**src/rtl/mem_access_pkg.sv**
```systemverilog
`default_nettype none
// +--------------------------------------------------------------------+
// | mem_access_pkg : op codes, FSM states and lane helpers for the MAU |
// | Revision 1.0                                                       |
// +--------------------------------------------------------------------+
package mem_access_pkg;

    localparam int LANES  = 4;
    localparam int BYTE_W = 8;

    localparam logic [3:0] OP_LB  = 4'b0000;
    localparam logic [3:0] OP_LH  = 4'b0001;
    localparam logic [3:0] OP_LW  = 4'b0010;
    localparam logic [3:0] OP_LBU = 4'b0100;
    localparam logic [3:0] OP_LHU = 4'b0101;
    localparam logic [3:0] OP_SB  = 4'b1000;
    localparam logic [3:0] OP_SH  = 4'b1001;
    localparam logic [3:0] OP_SW  = 4'b1010;

    typedef enum logic [1:0] {
        ST_IDLE  = 2'd0,
        ST_BEAT0 = 2'd1,
        ST_BEAT1 = 2'd2,
        ST_DONE  = 2'd3
    } state_t;

    // Access size in bytes; zero marks a reserved op.
    function automatic logic [2:0] access_size(input logic [3:0] op);
        case (op)
            OP_LB, OP_LBU, OP_SB: access_size = 3'd1;
            OP_LH, OP_LHU, OP_SH: access_size = 3'd2;
            OP_LW, OP_SW:         access_size = 3'd4;
            default:              access_size = 3'd0;
        endcase
    endfunction

    function automatic logic [LANES-1:0] size_mask(input logic [2:0] size);
        case (size)
            3'd1:    size_mask = 4'b0001;
            3'd2:    size_mask = 4'b0011;
            3'd4:    size_mask = 4'b1111;
            default: size_mask = 4'b0000;
        endcase
    endfunction

endpackage
`default_nettype wire

```
**src/rtl/mem_byte_lane.sv**
```systemverilog
`default_nettype none
// +--------------------------------------------------------------------+
// | mem_byte_lane : per-beat lane select, store shift and load extract  |
// | Revision 1.0                                                       |
// +--------------------------------------------------------------------+
module mem_byte_lane
    import mem_access_pkg::*;
(
    input  logic [1:0]  offset,
    input  logic [2:0]  size,
    input  logic        beat,
    input  logic [31:0] store_data,
    input  logic [31:0] ram_word,
    output logic [3:0]  sel,
    output logic [31:0] lane_store_data,
    output logic [31:0] load_bytes,
    output logic [3:0]  load_mask
);

    logic [3:0]  smask;
    logic [7:0]  lane_span;
    logic [31:0] store_masked;
    logic [63:0] store_span;
    logic [5:0]  byte_shift;
    logic [2:0]  rev_lanes;
    logic [5:0]  rev_shift;

    // The access is laid over an 8-lane window spanning both words;
    // beat 0 takes the low half, beat 1 the high half.
    always_comb begin
        smask        = size_mask(size);
        lane_span    = {4'b0000, smask} << offset;
        store_masked = store_data & {{BYTE_W{smask[3]}}, {BYTE_W{smask[2]}},
                                     {BYTE_W{smask[1]}}, {BYTE_W{smask[0]}}};
        byte_shift   = {1'b0, offset, 3'b000};
        rev_lanes    = 3'd4 - {1'b0, offset};
        rev_shift    = {rev_lanes, 3'b000};
        store_span   = {32'b0, store_masked} << byte_shift;
        if (beat) begin
            sel             = lane_span[7:4];
            lane_store_data = store_span[63:32];
            load_bytes      = ram_word << rev_shift;
            load_mask       = sel << rev_lanes;
        end else begin
            sel             = lane_span[3:0];
            lane_store_data = store_span[31:0];
            load_bytes      = ram_word >> byte_shift;
            load_mask       = sel >> offset;
        end
    end

endmodule
`default_nettype wire

```
**src/rtl/mem_access_unit.sv**
```systemverilog
`default_nettype none
// +--------------------------------------------------------------------+
// | mem_access_unit : MEM-stage load/store initiator with split beats  |
// | Revision 1.0                                                       |
// +--------------------------------------------------------------------+
module mem_access_unit
    import mem_access_pkg::*;
#(
    parameter int ADDR_WIDTH = 32,
    parameter int DATA_WIDTH = 32
) (
    input  logic                  clk,
    input  logic                  rst_n,
    input  logic                  i_valid,
    output logic                  o_ready,
    input  logic [3:0]            i_op,
    input  logic [ADDR_WIDTH-1:0] i_addr,
    input  logic [DATA_WIDTH-1:0] i_storeData,
    output logic                  o_done,
    output logic [DATA_WIDTH-1:0] o_loadData,
    output logic                  o_err,
    output logic                  o_ramReadEnable,
    output logic                  o_ramWriteEnable,
    output logic [ADDR_WIDTH-1:0] o_ramAddr,
    output logic [3:0]            o_ramSel,
    output logic [DATA_WIDTH-1:0] o_ramStoreData,
    input  logic [DATA_WIDTH-1:0] i_ramLoadData
);

    state_t                state;
    logic [3:0]            op_q;
    logic [ADDR_WIDTH-1:0] addr_q;
    logic [31:0]           data_q;
    logic [31:0]           buf_q;
    logic                  ready_q;
    logic                  done_q;
    logic [31:0]           load_q;
    logic                  err_q;

    logic [2:0]            size_q;
    logic                  store_q;
    logic                  split;
    logic                  beat_active;
    logic                  beat_idx;
    logic [3:0]            lane_sel;
    logic [31:0]           lane_wdata;
    logic [31:0]           load_bytes;
    logic [3:0]            load_mask;
    logic [31:0]           byte_mask;
    logic [31:0]           buf_next;
    logic [31:0]           ext;
    logic [ADDR_WIDTH-1:0] beat_addr;

    assign size_q      = access_size(op_q);
    assign store_q     = op_q[3];
    assign split       = ({2'b00, addr_q[1:0]} + {1'b0, size_q}) > 4'd4;
    assign beat_active = (state == ST_BEAT0) || (state == ST_BEAT1);
    assign beat_idx    = (state == ST_BEAT1);
    assign beat_addr   = {addr_q[ADDR_WIDTH-1:2], 2'b00}
                       + {{(ADDR_WIDTH-3){1'b0}}, beat_idx, 2'b00};

    mem_byte_lane u_lane (
        .offset          (addr_q[1:0]),
        .size            (size_q),
        .beat            (beat_idx),
        .store_data      (data_q),
        .ram_word        (i_ramLoadData),
        .sel             (lane_sel),
        .lane_store_data (lane_wdata),
        .load_bytes      (load_bytes),
        .load_mask       (load_mask)
    );

    // Merge this beat's bytes so the final beat can extend in the same cycle.
    always_comb begin
        byte_mask = {{8{load_mask[3]}}, {8{load_mask[2]}},
                     {8{load_mask[1]}}, {8{load_mask[0]}}};
        buf_next  = (buf_q & ~byte_mask) | (load_bytes & byte_mask);
        case (size_q)
            3'd1:    ext = op_q[2] ? {24'b0, buf_next[7:0]}
                                   : {{24{buf_next[7]}}, buf_next[7:0]};
            3'd2:    ext = op_q[2] ? {16'b0, buf_next[15:0]}
                                   : {{16{buf_next[15]}}, buf_next[15:0]};
            default: ext = buf_next;
        endcase
        if (store_q) begin
            ext = 32'b0;
        end
    end

    always_ff @(posedge clk or negedge rst_n) begin
        if (!rst_n) begin
            state   <= ST_IDLE;
            op_q    <= 4'b0;
            addr_q  <= '0;
            data_q  <= 32'b0;
            buf_q   <= 32'b0;
            ready_q <= 1'b1;
            done_q  <= 1'b0;
            load_q  <= 32'b0;
            err_q   <= 1'b0;
        end else begin
            done_q <= 1'b0;
            case (state)
                ST_IDLE, ST_DONE: begin
                    if (i_valid && ready_q) begin
                        op_q   <= i_op;
                        addr_q <= i_addr;
                        data_q <= i_storeData;
                        buf_q  <= 32'b0;
                        if (access_size(i_op) == 3'd0) begin
                            state   <= ST_DONE;
                            ready_q <= 1'b1;
                            done_q  <= 1'b1;
                            err_q   <= 1'b1;
                            load_q  <= 32'b0;
                        end else begin
                            state   <= ST_BEAT0;
                            ready_q <= 1'b0;
                        end
                    end else begin
                        state   <= ST_IDLE;
                        ready_q <= 1'b1;
                    end
                end
                ST_BEAT0: begin
                    buf_q <= buf_next;
                    if (split) begin
                        state <= ST_BEAT1;
                    end else begin
                        state   <= ST_DONE;
                        ready_q <= 1'b1;
                        done_q  <= 1'b1;
                        err_q   <= 1'b0;
                        load_q  <= ext;
                    end
                end
                ST_BEAT1: begin
                    buf_q   <= buf_next;
                    state   <= ST_DONE;
                    ready_q <= 1'b1;
                    done_q  <= 1'b1;
                    err_q   <= 1'b0;
                    load_q  <= ext;
                end
                default: begin
                    state   <= ST_IDLE;
                    ready_q <= 1'b1;
                end
            endcase
        end
    end

    assign o_ready          = ready_q;
    assign o_done           = done_q;
    assign o_loadData       = load_q;
    assign o_err            = err_q;
    assign o_ramReadEnable  = beat_active && !store_q;
    assign o_ramWriteEnable = beat_active && store_q;
    assign o_ramAddr        = beat_active ? beat_addr : '0;
    assign o_ramSel         = beat_active ? lane_sel : 4'b0;
    assign o_ramStoreData   = (beat_active && store_q) ? lane_wdata : 32'b0;

endmodule
`default_nettype wire

```
**config.mk**
```make
export PLATFORM = sky130hd
export DESIGN_NAME = mem_access_unit
export DESIGN_NICKNAME = d
export VERILOG_FILES = /design/src/rtl/mem_access_pkg.sv /design/src/rtl/mem_byte_lane.sv /design/src/rtl/mem_access_unit.sv
export SDC_FILE = /design/constraint.sdc
export NUM_CORES = 1
export LEC_CHECK = 0
export ABC_AREA = 1
export BUFFER_PORTS_ARGS = -buffer_cell sky130_fd_sc_hd__buf_2
export CAP_MARGIN = 20
export CORE_ASPECT_RATIO = 1.1
export CORE_MARGIN = 2
export CORE_UTILIZATION = 40
export DETAILED_ROUTE_END_ITERATION = 8
export PLACE_DENSITY = 0.68
export SETUP_SLACK_MARGIN = 0.5
export SLEW_MARGIN = 20
export SYNTH_ARGS = -nofsm -noshare
export SYNTH_HDL_FRONTEND = slang
export SYNTH_SLANG_ARGS = --single-unit
```
**constraint.sdc**
```tcl
create_clock -name clk -period 3.6 [get_ports clk]
set_clock_uncertainty 0.1 [all_clocks]
set_input_delay 0.36 -clock clk [delete_from_list [all_inputs] [get_ports clk]]
set_output_delay 0.36 -clock clk [all_outputs]
set_load 0.02 [all_outputs]
```
Yosys cells after proc, flatten, opt, wreduce, memory -nomap -nowiden
Memories as Yosys holds them, arrays and structs flattened. Cells that the tools add are included.

Bits in registers: 137. Output and inout port bits: 105. Memories: 2. Bits in read-only memories: 96.

Reductions and logical operators: 11. Muxes and demuxes: 35. Eq/ne operators: 9. Shifts and indexed selects: 6. Order comparisons: 1. Add/sub/neg operators: 3. Bitwise logic cells: 5.

Memory list: (no name shown) (words 16, bits a word 3, read ports 1, clocked after memory_dff 0, wr ports 0, RTL line mem_access_pkg.sv:29) `case (op)`; (no name shown) (words 16, bits a word 3, read ports 1, clocked after memory_dff 0, wr ports 0, RTL line mem_access_pkg.sv:29).

Operator list (count): $mux 32 (11); $pmux 32 s2 (2); $and 32x32->32 (3); $pmux 32 s3 (1); $shl 32x5->64 (1); $add 32x3->32 (1); $not 32->32 (1); $or 32x32->32 (1); $shl 32x6->32 (1); $shr 32x5->32 (1); $mux 4 (3); $pmux 4 s3 (1); $mux 1 (9); $pmux 1 s3 (3); $shl 4x2->8 (1); $mux 3 (2); $ne 2x2->1 const B (3); $pmux 2 s3 (1); $add 2x3->4 (1); $eq 2x2->1 const B (2); $gt 4x3->1 const B (1); $mux 2 (2); $reduce_or 2->1 (2); $shl 4x3->4 (1); other kinds (13) (15).

Logic depth before layout (Yosys ltp)
An unclocked memory read counts as a cell.

Depth after elaboration: 14. Depth in mapped cells: 19.

By module
From an unflattened synthesis, not the netlist that was laid out.

Cells, all modules: 1457. Area, all modules: 9591.7 µm².

By module, submodules not included: mem_access_unit (area an instance 7134.3 µm², sequential area each 3429.5 µm², instances 1, cells an instance 981); mem_byte_lane (area an instance 2457.4 µm², sequential area each 0.0 µm², instances 1, cells an instance 476).

Worst setup path before layout
No wires, ideal clock.

Kind: reg2reg. Start point: register addr_q[1]. End point: register load_q[22] (netlist: o_loadData[22]). Clock period less this slack: 2.839 ns. Required time: 3.383 ns. Arrival time: 2.622 ns. Path slack: 0.761 ns. Cell stages (with the launch flop): 17. Cells stage by stage: dfrtp_1 -> buf_4 -> inv_2 -> clkbuf_1 -> clkbuf_1 -> ha_1 -> inv_1 -> nand2_2 -> nor2_1 -> nand3_1 -> nand2_2 -> nand2_1 -> nand3_2 -> nand3_4 -> buf_6 -> nand3_1 -> nand2_1.

Cells in the longest elaborated chain, start to end: 11. Elaborated cells on any way between the ends: 22. Classes of those cells: add/sub (2); order compare (1); eq/ne (1); shift (5); mux (8); bitwise (4); reduce/logical (1).

RTL lines: start, declared (RTL line mem_access_unit.sv:32) `logic [ADDR_WIDTH-1:0] addr_q;`; start signal, assigned (RTL line mem_access_unit.sv:108) `addr_q <= i_addr;`; branches (longest 11 deep; another with $sub 3x2->3); end signal, assigned (RTL line mem_access_unit.sv:135) `load_q <= ext;`; end signal, assigned (RTL line mem_access_unit.sv:144) `load_q <= ext;`; end, declared (RTL line mem_access_unit.sv:37) `logic [31:0] load_q;`.

Several ways; the timed one is not identified. The select of a mux whose other input is x is not followed. A chain may end at the register's enable or synchronous reset.

Worst setup path after layout
Start point: register addr_q[0]. End point: output port o_ramStoreData[6].

Cells in the longest elaborated chain, start to end: 3.

RTL lines: $shl 32x5->64 (RTL line mem_byte_lane.sv:38) `store_span = {32'b0, store_masked} << byte_shift;`; $mux 32 (RTL line mem_byte_lane.sv:39) `if (beat) begin`; $mux 32 (RTL line mem_access_unit.sv:162) `assign o_ramStoreData = (beat_active && store_q) ? lane_wdata : 32'b0;`; end, declared (RTL line mem_access_unit.sv:26) `output logic [DATA_WIDTH-1:0] o_ramStoreData,`.

No other way between the ends.

==> metrics.txt <==
status=completed; CTS Buf Count=17; Critical Path Fanout Max=39; Via density=5.32; crit share post-route=83.8%; Starting Density=40.7%; fin crit period=3.02 ns; NetSw=6.70 mW; DP Cell Count=1857; io pins=208; pin count of the biggest net entering global routing=100; Non-Filler Instances=1902; Layout Nets=1695; CP endpoint kind=output port; vias in the first global route=9461; Arrival @ worst endpoint=2.56 ns; Die Height=164 um; clk_lat worst skew=0.43 ns; CTS tree=yes; area fraction of the dominant cell type after synthesis=36.6%; Tot GR Track Use=25.0%; final wirelength=30700 um; first-pass GRT wire length=48300 um; I/O Buffers=205; Seq/Total Area, Yosys=36.9%; largest area contributor in the netlist=dfrtp_1; Logic pwr share=62.8%; Max-cap violations=0; initial antenna violation count=5; synth top area cells=dfrtp_1 37%, nand2_1 21%, o21ai_0 6.7%, nand3_1 6.2%, nor2_1 4.3%; min-delay worst type=in2reg; startpoint types=flip-flop; Syn Std Cell Area=9290 sq um; critical path type=reg2out; hold path depth=3; setup TNS=0 ns; Mean Syn Cell Area=6.60 sq um; synthesis warning total=0; clock network fraction of design power=14.9%; drt first pass iters=6; vias=10100; DRT antenna net count=0; clock slew at reported path FFs=0.07 ns; wire per inst=16.1 um; CTS sink cnt=137; Post-DP HPWL=21900 um; Residual DRC=0; Synth Instances=1408; Slew HR=35.1%; layout cells sized above 1=20.7%; Fmax=331 MHz; hold slack=0.0232 ns; Die ar.=24500 sq um; max-slew violation count=0; Die Wd=149 um; Synth-to-Final Area Change=21.7%; clock buffer depth=2; Routability Congestion=0.943; Leakage=5.98 nW; DR iter-0 viols=945; RSZ-0062 raised after global routing=yes; aggregate global routing overflow=0; final hold vios=0; Tightest Pin Transition=0.973 ns; pwr dens=1090 nW/um^2; final setup vio count=0; CTS root buf=clkbuf_16; pre-CTS setup slack=0.607 ns; Peak VDD IR=0.499 mV; internal power=5.59 mW; FP Rows=58; H-tree depth=4; Synth cell types=49; Pwr Total=12.3 mW; Synth Register Bits=137; Flop pwr share=22.3%; final worst slack=0.583 ns; data required time of the critical path=3.14 ns; cells on worst reg2reg path=17; CORE AREA=22900 sq um; Switching Share=54.5%
-- path summary, 6_finish.rpt --
path	from	end	slack [ns]
min	i_addr[24]	addr_q[24]	0.02
max in group asynchronous	rst_n	o_ready	2.17
min reg2reg	o_loadData[4]	o_loadData[4]	0.38
max	addr_q[0]	o_ramStoreData[6]	0.58
min in group asynchronous	rst_n	o_loadData[1]	0.41
max reg2reg	op_q[1]	o_loadData[3]	0.75
-- stage by stage --
stage	instance area, sq um	util, %
floorplan	9300	-
global placement	10500	45.9
detailed placement	10500	45.9
CTS	11200	49.0
global route	11300	49.5
finish	11300	49.5
-- worst max-delay path, cell delays in order (launching register included) --
cell and delay, ns:
dfrtp_4 0.60, buf_6 0.33, nand4_2 0.37, nor2_1 0.31, o211ai_1 0.12, a21oi_1 0.18, buf_2 0.19
-- routing by layer --
layer | global-route usage [%] | vias up | share of wire [%] | wire length [um]
met5 | 0 | - | 0 | 0
met4 | 8.74 | 0 | 2.7 | 814
met3 | 5.36 | 59 | 7.7 | 2360
met2 | 40.3 | 442 | 48 | 14600
met1 | 33.3 | 4658 | 42 | 12900
li1 | - | 4953 | - | -
-- synthesized netlist by cell type (all sizes together) --
library cell and number:
or2 7, nor2 114, nand3 123, a211oi 8
buf 43, a21o 2, o31ai 1, nor4 4
o2111ai 1, o32ai 1, dfrtp 136, xor2 9
nor3 26, clkinv 1, o22ai 9, o211ai 16
dfstp 1, o21ai 135, nand4 11, nand2 524
nand3b 1, clkbuf 35, a31oi 16, ha 7
a21oi 55, o21bai 1, o221ai 1, inv 106
o21a 1, a22o 3, a221oi 1, conb 1
fa 1, xnor2 7
-- kinds of logic after synthesis --
group	after synthesis	share of synthesized area [%]
compound gates	251	14.9
fa+ha+maj	8	1.16
xor+xnor	16	1.51
flops	137	36.9
buf+inv	185	8.59
simple gates	810	36.9
other cells	1	0.0404
-- layout make-up --
class                   instances  area [sq um]
clock buffers                  18           439
flip-flops and latches        137          3430
repair buffers                234          1300
well taps                     300           375
multi-input cells            1087          5190
diodes                          5          12.5
fillers                      2361         11500
clock inverters                14           161
inverters                     107           404
-- power groups by stage --
| stage | logic, mW | registers (mW) | clock network (mW) |
|---|---|---|---|
| detailed placement | 7.50 | 2.73 | 0 |
| finish | 7.72 | 2.74 | 1.83 |
| global placement | 7.41 | 2.72 | 0 |
| floorplan | 5.41 | 2.71 | 0 |
| CTS | 7.60 | 2.72 | 1.85 |
| global route | 8.57 | 2.83 | 1.93 |
-- cell usage in the layout (no fill, tap or decap), types with 9 or more instances in the layout --
cell / n
o21ai_1: 11
nor2_1: 102
a21oi_1: 54
o21ai_0: 124
o211ai_1: 16
clkbuf_16: 17
inv_1: 92
nand3_1: 116
nand4_1: 10
buf_4: 23
buf_2: 202
nor3_1: 22
nand2_1: 509
a31oi_1: 16
inv_2: 14
nand2_2: 9
dfrtp_1: 135
xor2_1: 9
o22ai_1: 9
-- sequential cells by signal, summed over array words and instances, names as in the netlist --
| signal | count |
|---|---|
| o_done | 1 |
| op_q | 4 |
| data_q | 32 |
| o_loadData | 32 |
| addr_q | 32 |
| o_ready | 1 |
| buf_q | 32 |
| state | 2 |
| o_err | 1 |
-- repair_timing --
action	CTS	global route
hold endpoints to repair	75	0
hold buffers	1	0
buffers inserted	4	3
pin swaps	2	5
endpoints found under the setup margin	26	66
resized for setup	16	23
cloned	0	0
Note: power is estimated with default switching activity, not from simulation.
